File: config.mk
export PLATFORM = sky130hd
export DESIGN_NAME = usb_rx_bit_timer
export DESIGN_NICKNAME = d
export VERILOG_FILES = /design/src/rtl/usb_rx_bit_timer.sv
export SDC_FILE = /design/constraint.sdc
export NUM_CORES = 1
export LEC_CHECK = 0
export ABC_AREA = 1
export CAP_MARGIN = 20
export CORE_AREA = 2 2 39 41
export DETAILED_ROUTE_END_ITERATION = 10
export DIE_AREA = 0 0 41 43
export SYNTH_ARGS = -nofsm -noshare
export SYNTH_HDL_FRONTEND = slang
export SYNTH_SLANG_ARGS = --single-unit
File: constraint.sdc
create_clock -name clk -period 1.55 [get_ports clk]
set_input_delay 0.31 -clock clk [delete_from_list [all_inputs] [get_ports clk]]
set_output_delay 0.31 -clock clk [all_outputs]
set_load 0.01 [all_outputs]
File: src/rtl/usb_rx_bit_timer.sv
// USB RX bit timer: edge-resynchronised phase counter, sample strobe, bit/byte count.
// Optional bit-stuff removal under `RX_STUFF_SKIP_EN.
module usb_rx_bit_timer #(
  parameter int CLKS_PER_BIT = 8,
  parameter int SAMPLE_POINT = 3
) (
  input  logic       clk,
  input  logic       n_rst,
  input  logic       d_edge,
  input  logic       rcving,
  input  logic       d_orig,
  output logic       shift_enable,
  output logic       byte_received,
  output logic [2:0] bit_count,
  output logic       stuff_skip
);

  localparam int PW = $clog2(CLKS_PER_BIT);

  typedef enum logic {
    IDLE,
    RUN
  } state_e;

  state_e          state_q, state_d;
  logic [PW-1:0]   phase_q, phase_d;
  logic [2:0]      bit_count_q, bit_count_d;
  logic            byte_rx_q, byte_rx_d;
  logic            sample;
  logic            stuff;

  assign sample = (state_q == RUN) &&
                  (phase_q == PW'(SAMPLE_POINT));

`ifdef RX_STUFF_SKIP_EN
  logic [2:0] ones_q, ones_d;

  // Six ones already seen: this sample is the stuffed zero.
  assign stuff = sample && (ones_q == 3'd6);

  always_comb begin
    ones_d = ones_q;
    if (state_q == IDLE || !rcving) begin
      ones_d = 3'd0;
    end else if (sample) begin
      if (stuff || !d_orig) begin
        ones_d = 3'd0;
      end else begin
        ones_d = ones_q + 3'd1;
      end
    end
  end

  always_ff @(posedge clk or negedge n_rst) begin
    if (!n_rst) begin
      ones_q <= 3'd0;
    end else begin
      ones_q <= ones_d;
    end
  end
`else
  logic unused_d_orig;
  assign unused_d_orig = d_orig;
  assign stuff = 1'b0;
`endif

  assign shift_enable  = sample && !stuff;
  assign stuff_skip    = stuff;
  assign byte_received = byte_rx_q;
  assign bit_count     = bit_count_q;

  always_comb begin
    state_d     = state_q;
    phase_d     = phase_q;
    bit_count_d = bit_count_q;
    byte_rx_d   = 1'b0;
    unique case (state_q)
      IDLE: begin
        if (rcving) begin
          state_d = RUN;
          phase_d = PW'(1);
        end
      end
      RUN: begin
        if (!rcving) begin
          state_d     = IDLE;
          phase_d     = '0;
          bit_count_d = 3'd0;
        end else begin
          if (d_edge) begin
            phase_d = PW'(1);
          end else if (phase_q == PW'(CLKS_PER_BIT - 1)) begin
            phase_d = '0;
          end else begin
            phase_d = phase_q + PW'(1);
          end
          if (shift_enable) begin
            if (bit_count_q == 3'd7) begin
              bit_count_d = 3'd0;
              byte_rx_d   = 1'b1;
            end else begin
              bit_count_d = bit_count_q + 3'd1;
            end
          end
        end
      end
      default: state_d = IDLE;
    endcase
  end

  always_ff @(posedge clk or negedge n_rst) begin
    if (!n_rst) begin
      state_q     <= IDLE;
      phase_q     <= '0;
      bit_count_q <= 3'd0;
      byte_rx_q   <= 1'b0;
    end else begin
      state_q     <= state_d;
      phase_q     <= phase_d;
      bit_count_q <= bit_count_d;
      byte_rx_q   <= byte_rx_d;
    end
  end

endmodule
Yosys cells after proc, flatten, opt, wreduce, memory -nomap -nowiden. Index checks and enable logic that the tools add are counted.

$add $sub $neg: 2. Eq/ne operators: 5. Multiplexer cells: 13. Bitwise logic cells: 1. Reduce and logical (&&, ||, !) cells: 2.

Operator list (count): 3-bit 2-to-1 mux (7); 3-bit by 1-bit adder with 3-bit output (second input constant) (2); 3-bit == test (second input constant) (2); 3-bit case mux with 2 select lines (1); 1-bit 2-to-1 mux (5); 3-bit by 2-bit == test with 1-bit output (second input constant) (1); 2-bit by 1-bit != test with 1-bit output (second input constant) (1); 2-bit != test (second input constant) (1); 2-bit AND reduction (1); 1-bit logical AND (1); 1-bit NOT (1).

Flip-flop bits (word level): 8. Logic and storage cells: 27.

Depth between registers and ports, before layout.
Word-level depth: 5. Depth in mapped cells: 7.

Worst setup path before layout. No wires, ideal clock.

Path type: register to output. Start: reg phase_q[0]. End: out shift_enable. Data arrival time: 0.950 ns. Data required time: 1.240 ns. Path slack: 0.290 ns. Stages on the path, launching flop included: 5. Path buffers: 0. Path through: dfrtp_1 -> ha_1 -> ha_1 -> nand2_1 -> inv_1.

Word-level cells in the longest chain between the ends: 2.

RTL lines: start, declared (line 26) `logic [PW-1:0] phase_q, phase_d;`; start signal, assigned (line 119) `phase_q <= phase_d;`; 3-bit by 2-bit == test with 1-bit output (line 33) `(phase_q == PW'(SAMPLE_POINT));`; 1-bit logical AND (line 32) `assign sample = (state_q == RUN) &&`; end, declared (line 12) `output logic shift_enable,`.

Every way passes these cells.

Worst setup path after layout.
Start: reg phase_q[1]. End: out shift_enable.

Same word-level chain as after synthesis.

==> run summary <==
Synth area leader - dfrtp_1
Router iterations before antenna repair - 4
Peak Freq - 0.656 GHz
Critical path's top delay family - flip-flops
Busiest grt layer - met2
Met2 Use GR - 18.1%
R2r endpoint - bit_count[1]
First-pass GRT wire length - 1.41 mm
Total routing usage reported by global routing - 11.9%
Crit end category - output pin
Peak VDD IR - 0.000331 V
Vias in the first global route - 352
# H-tree levels - 1
Post-Syn Area - 422 um^2
Netlist cell types - 12
Initial antenna violation count - 0
Top cell type's share of synthesized area - 47.5%
Max Cap Viol - 0
Startpoint types - flip-flop
Kind of critical path - reg -> out
Post-Layout Cell Count - 87
Ratio of cells with drive above 1 in the final layout - 26.8%
Async set-or-reset flop fraction in the synthesized netlist - 100%
Top-Level Pins - 11
Final worst slack - 24.8 ps
Synth Register Bits - 8
DR iter-0 viols - 2
Slowest stage cell, crit path - dfrtp_1
Cells after synthesis - 52
Fillers - 133
WP buf/inv - 2
Via count - 358
Detail Placement HPWL - 572 um
Final Skew - 5.08 ps
Fin. Hold Viols - 0
Int Power - 0.000335 W
Switching portion of total power - 24.1%
Net Switching - 0.000106 W
CTS buffer count - 3
Syn nets - 62
Outcome - completed
CTS tree - done
EDFF count, synth - 0
Vias per cell - 4.11
Logic pwr share - 13.3%
Minimum clock period - 1530 ps
Row count - 14
Leakage power - 0.371 nW
Synth warn - 0
Area Overhead vs Synth - 54.0%
Hold Path Class - in -> async
DRC viols - 0
Final setup vio count - 0
Post-synth top cells - nand2_1, dfrtp_1, inv_1
Placed insts - 80
DR WL/cell - 9.40 um
Grt ovf - 0
Sequence of cells on the critical path - ha_4 -> ha_4 -> nand2_4 -> inv_2 -> buf_6
Crit path max fanout - 2
Post-placement setup slack - -147 ps
Initial Util - 30.5%
I/O Buffers - 8
Top-count cell post-synth - nand2_1
Reg2reg start - phase_q[0]
Sequential power share - 50.7%
Seq/Total Area, Yosys - 47.5%
Die area - 0.00176 mm^2
Setup slack, reg-to-reg - 80 ps
Max-slew violation count - 0
Total negative slack - 0 ps
Worst-path clk slew - 60 ps
Ant. Diodes - 0
RePlAce Congestion - 0.787
RSZ-0062 raised after global routing - true
Syn Area/Cell - 8.11 um^2
Clock Power Share - 36.0%
Routing usage on met1 - 14.9%
R2R cell count - 10
Met3 usage - 3.14%
Crit path top cell by count - ha_4
CTS max path bufs - 2
Ranking of synthesized cells by area - dfrtp_1, nand2_1, ha_1
Required @ worst endpoint - 1240 ps
Root Driver - clkbuf_4
P per Cell Area - 679 mW/mm^2
Core area - 0.00138 mm^2
CTS Hold Buffers Added - 0
Max incr delay on CP - 410 ps
Routed Antenna Nets - 0
Top FF cell, synth - dfrtp_1
Largest net degree at the start of global routing - 9
Critical Path AT - 1220 ps
Chip width - 41 um
Final #Nets - 83
Routed WL - 818 um
Tcrit/Tclk final - 98.4%
Die Ht - 43 um
Clk_lat worst skew - 250 ps
Clk sinks - 8
## cell usage in the layout (no fill, tap or decap), drive strengths merged
master,count
nand2,20
buf,10
dfrtp,8
inv,8
clkdlybuf4s50,6
nor2,5
ha,5
clkbuf,3
nand3,2
nand4,1
o21ai,1
conb,1
dlymetal6s2s,1
## layout make-up
| cell class | count | area [um^2] | share of cell area [%] |
|---|---|---|---|
| Tap cell | 16 | 20.0 | 3.08 |
| Multi-Input combinational cell | 35 | 221 | 34.1 |
| Clock buffer | 3 | 22.5 | 3.47 |
| Inverter | 8 | 30.0 | 4.62 |
| Sequential cell | 8 | 200 | 30.8 |
| Timing Repair Buffer | 17 | 155 | 23.9 |
## worst max path at each step
stage,from,to,slack (ps),cells past startpoint
floorplan,phase_q[0],shift_enable,290,4
global placement,phase_q[0],shift_enable,-140,5
detailed placement,phase_q[0],shift_enable,-150,5
CTS,phase_q[1],shift_enable,10,5
global route,phase_q[0],shift_enable,-20,5
finish,phase_q[1],shift_enable,20,5
## power groups by stage
| stage | combinational (W) | sequential (W) | clock [W] |
|---|---|---|---|
| 5_1_grt | 0.0000676 | 0.000224 | 0.000178 |
| 4_1_cts | 0.0000574 | 0.000223 | 0.000169 |
| 3_3_place_gp | 0.0000481 | 0.000224 | 0 |
| 2_1_floorplan | 0.0000215 | 0.000225 | 0 |
| 6_report | 0.0000586 | 0.000223 | 0.000159 |
| 3_5_place_dp | 0.0000489 | 0.000225 | 0 |
## timing repair
action,CTS,global route
setup endpoints to repair,1,4
setup buffers,4,1
gates resized for setup,14,1
pin swaps,5,3
## worst reg2reg max path, delay by kind of cell (launching register included)
| kind | cells | cell delay (ps) |
|---|---|---|
| buffers and inverters | 4 | 490 |
| and+or+nand+nor | 4 | 240 |
| adders and majority gates | 2 | 300 |
| DFF | 1 | 390 |
## metal layers
layer,wire (um),vias to the layer above,share of wire (%)
li1,-,195,-
met1,381,155,47
met2,408,8,50
met3,28,0,3.4
met4,0,0,0
met5,0,-,0
## registers in the layout (all words and copies together), names as in the netlist
name,count
byte_received,1
phase_q,3
bit_count,3
state_q,1
## metrics by stage
stage | hold WS (ps) | total power, W | utilization [%] | cell area (um^2)
finish | 341 | 0.000441 | 46.9 | 649
global route | 369 | 0.000470 | 46.9 | 649
CTS | 353 | 0.000450 | 46.2 | 639
detailed placement | 478 | 0.000273 | 39.9 | 552
global placement | 474 | 0.000272 | 39.9 | 552
floorplan | 14.4 | 0.000246 | - | 422
## logic make-up after synthesis
kind of cell | Yosys count | synth area share (%)
compound gates | 1 | 1.19
fa+ha+maj | 5 | 14.8
buf+inv | 9 | 8.90
flops | 8 | 47.5
other cells | 1 | 0.889
simple gates | 28 | 26.7
Power figures use the tool's default switching activity.
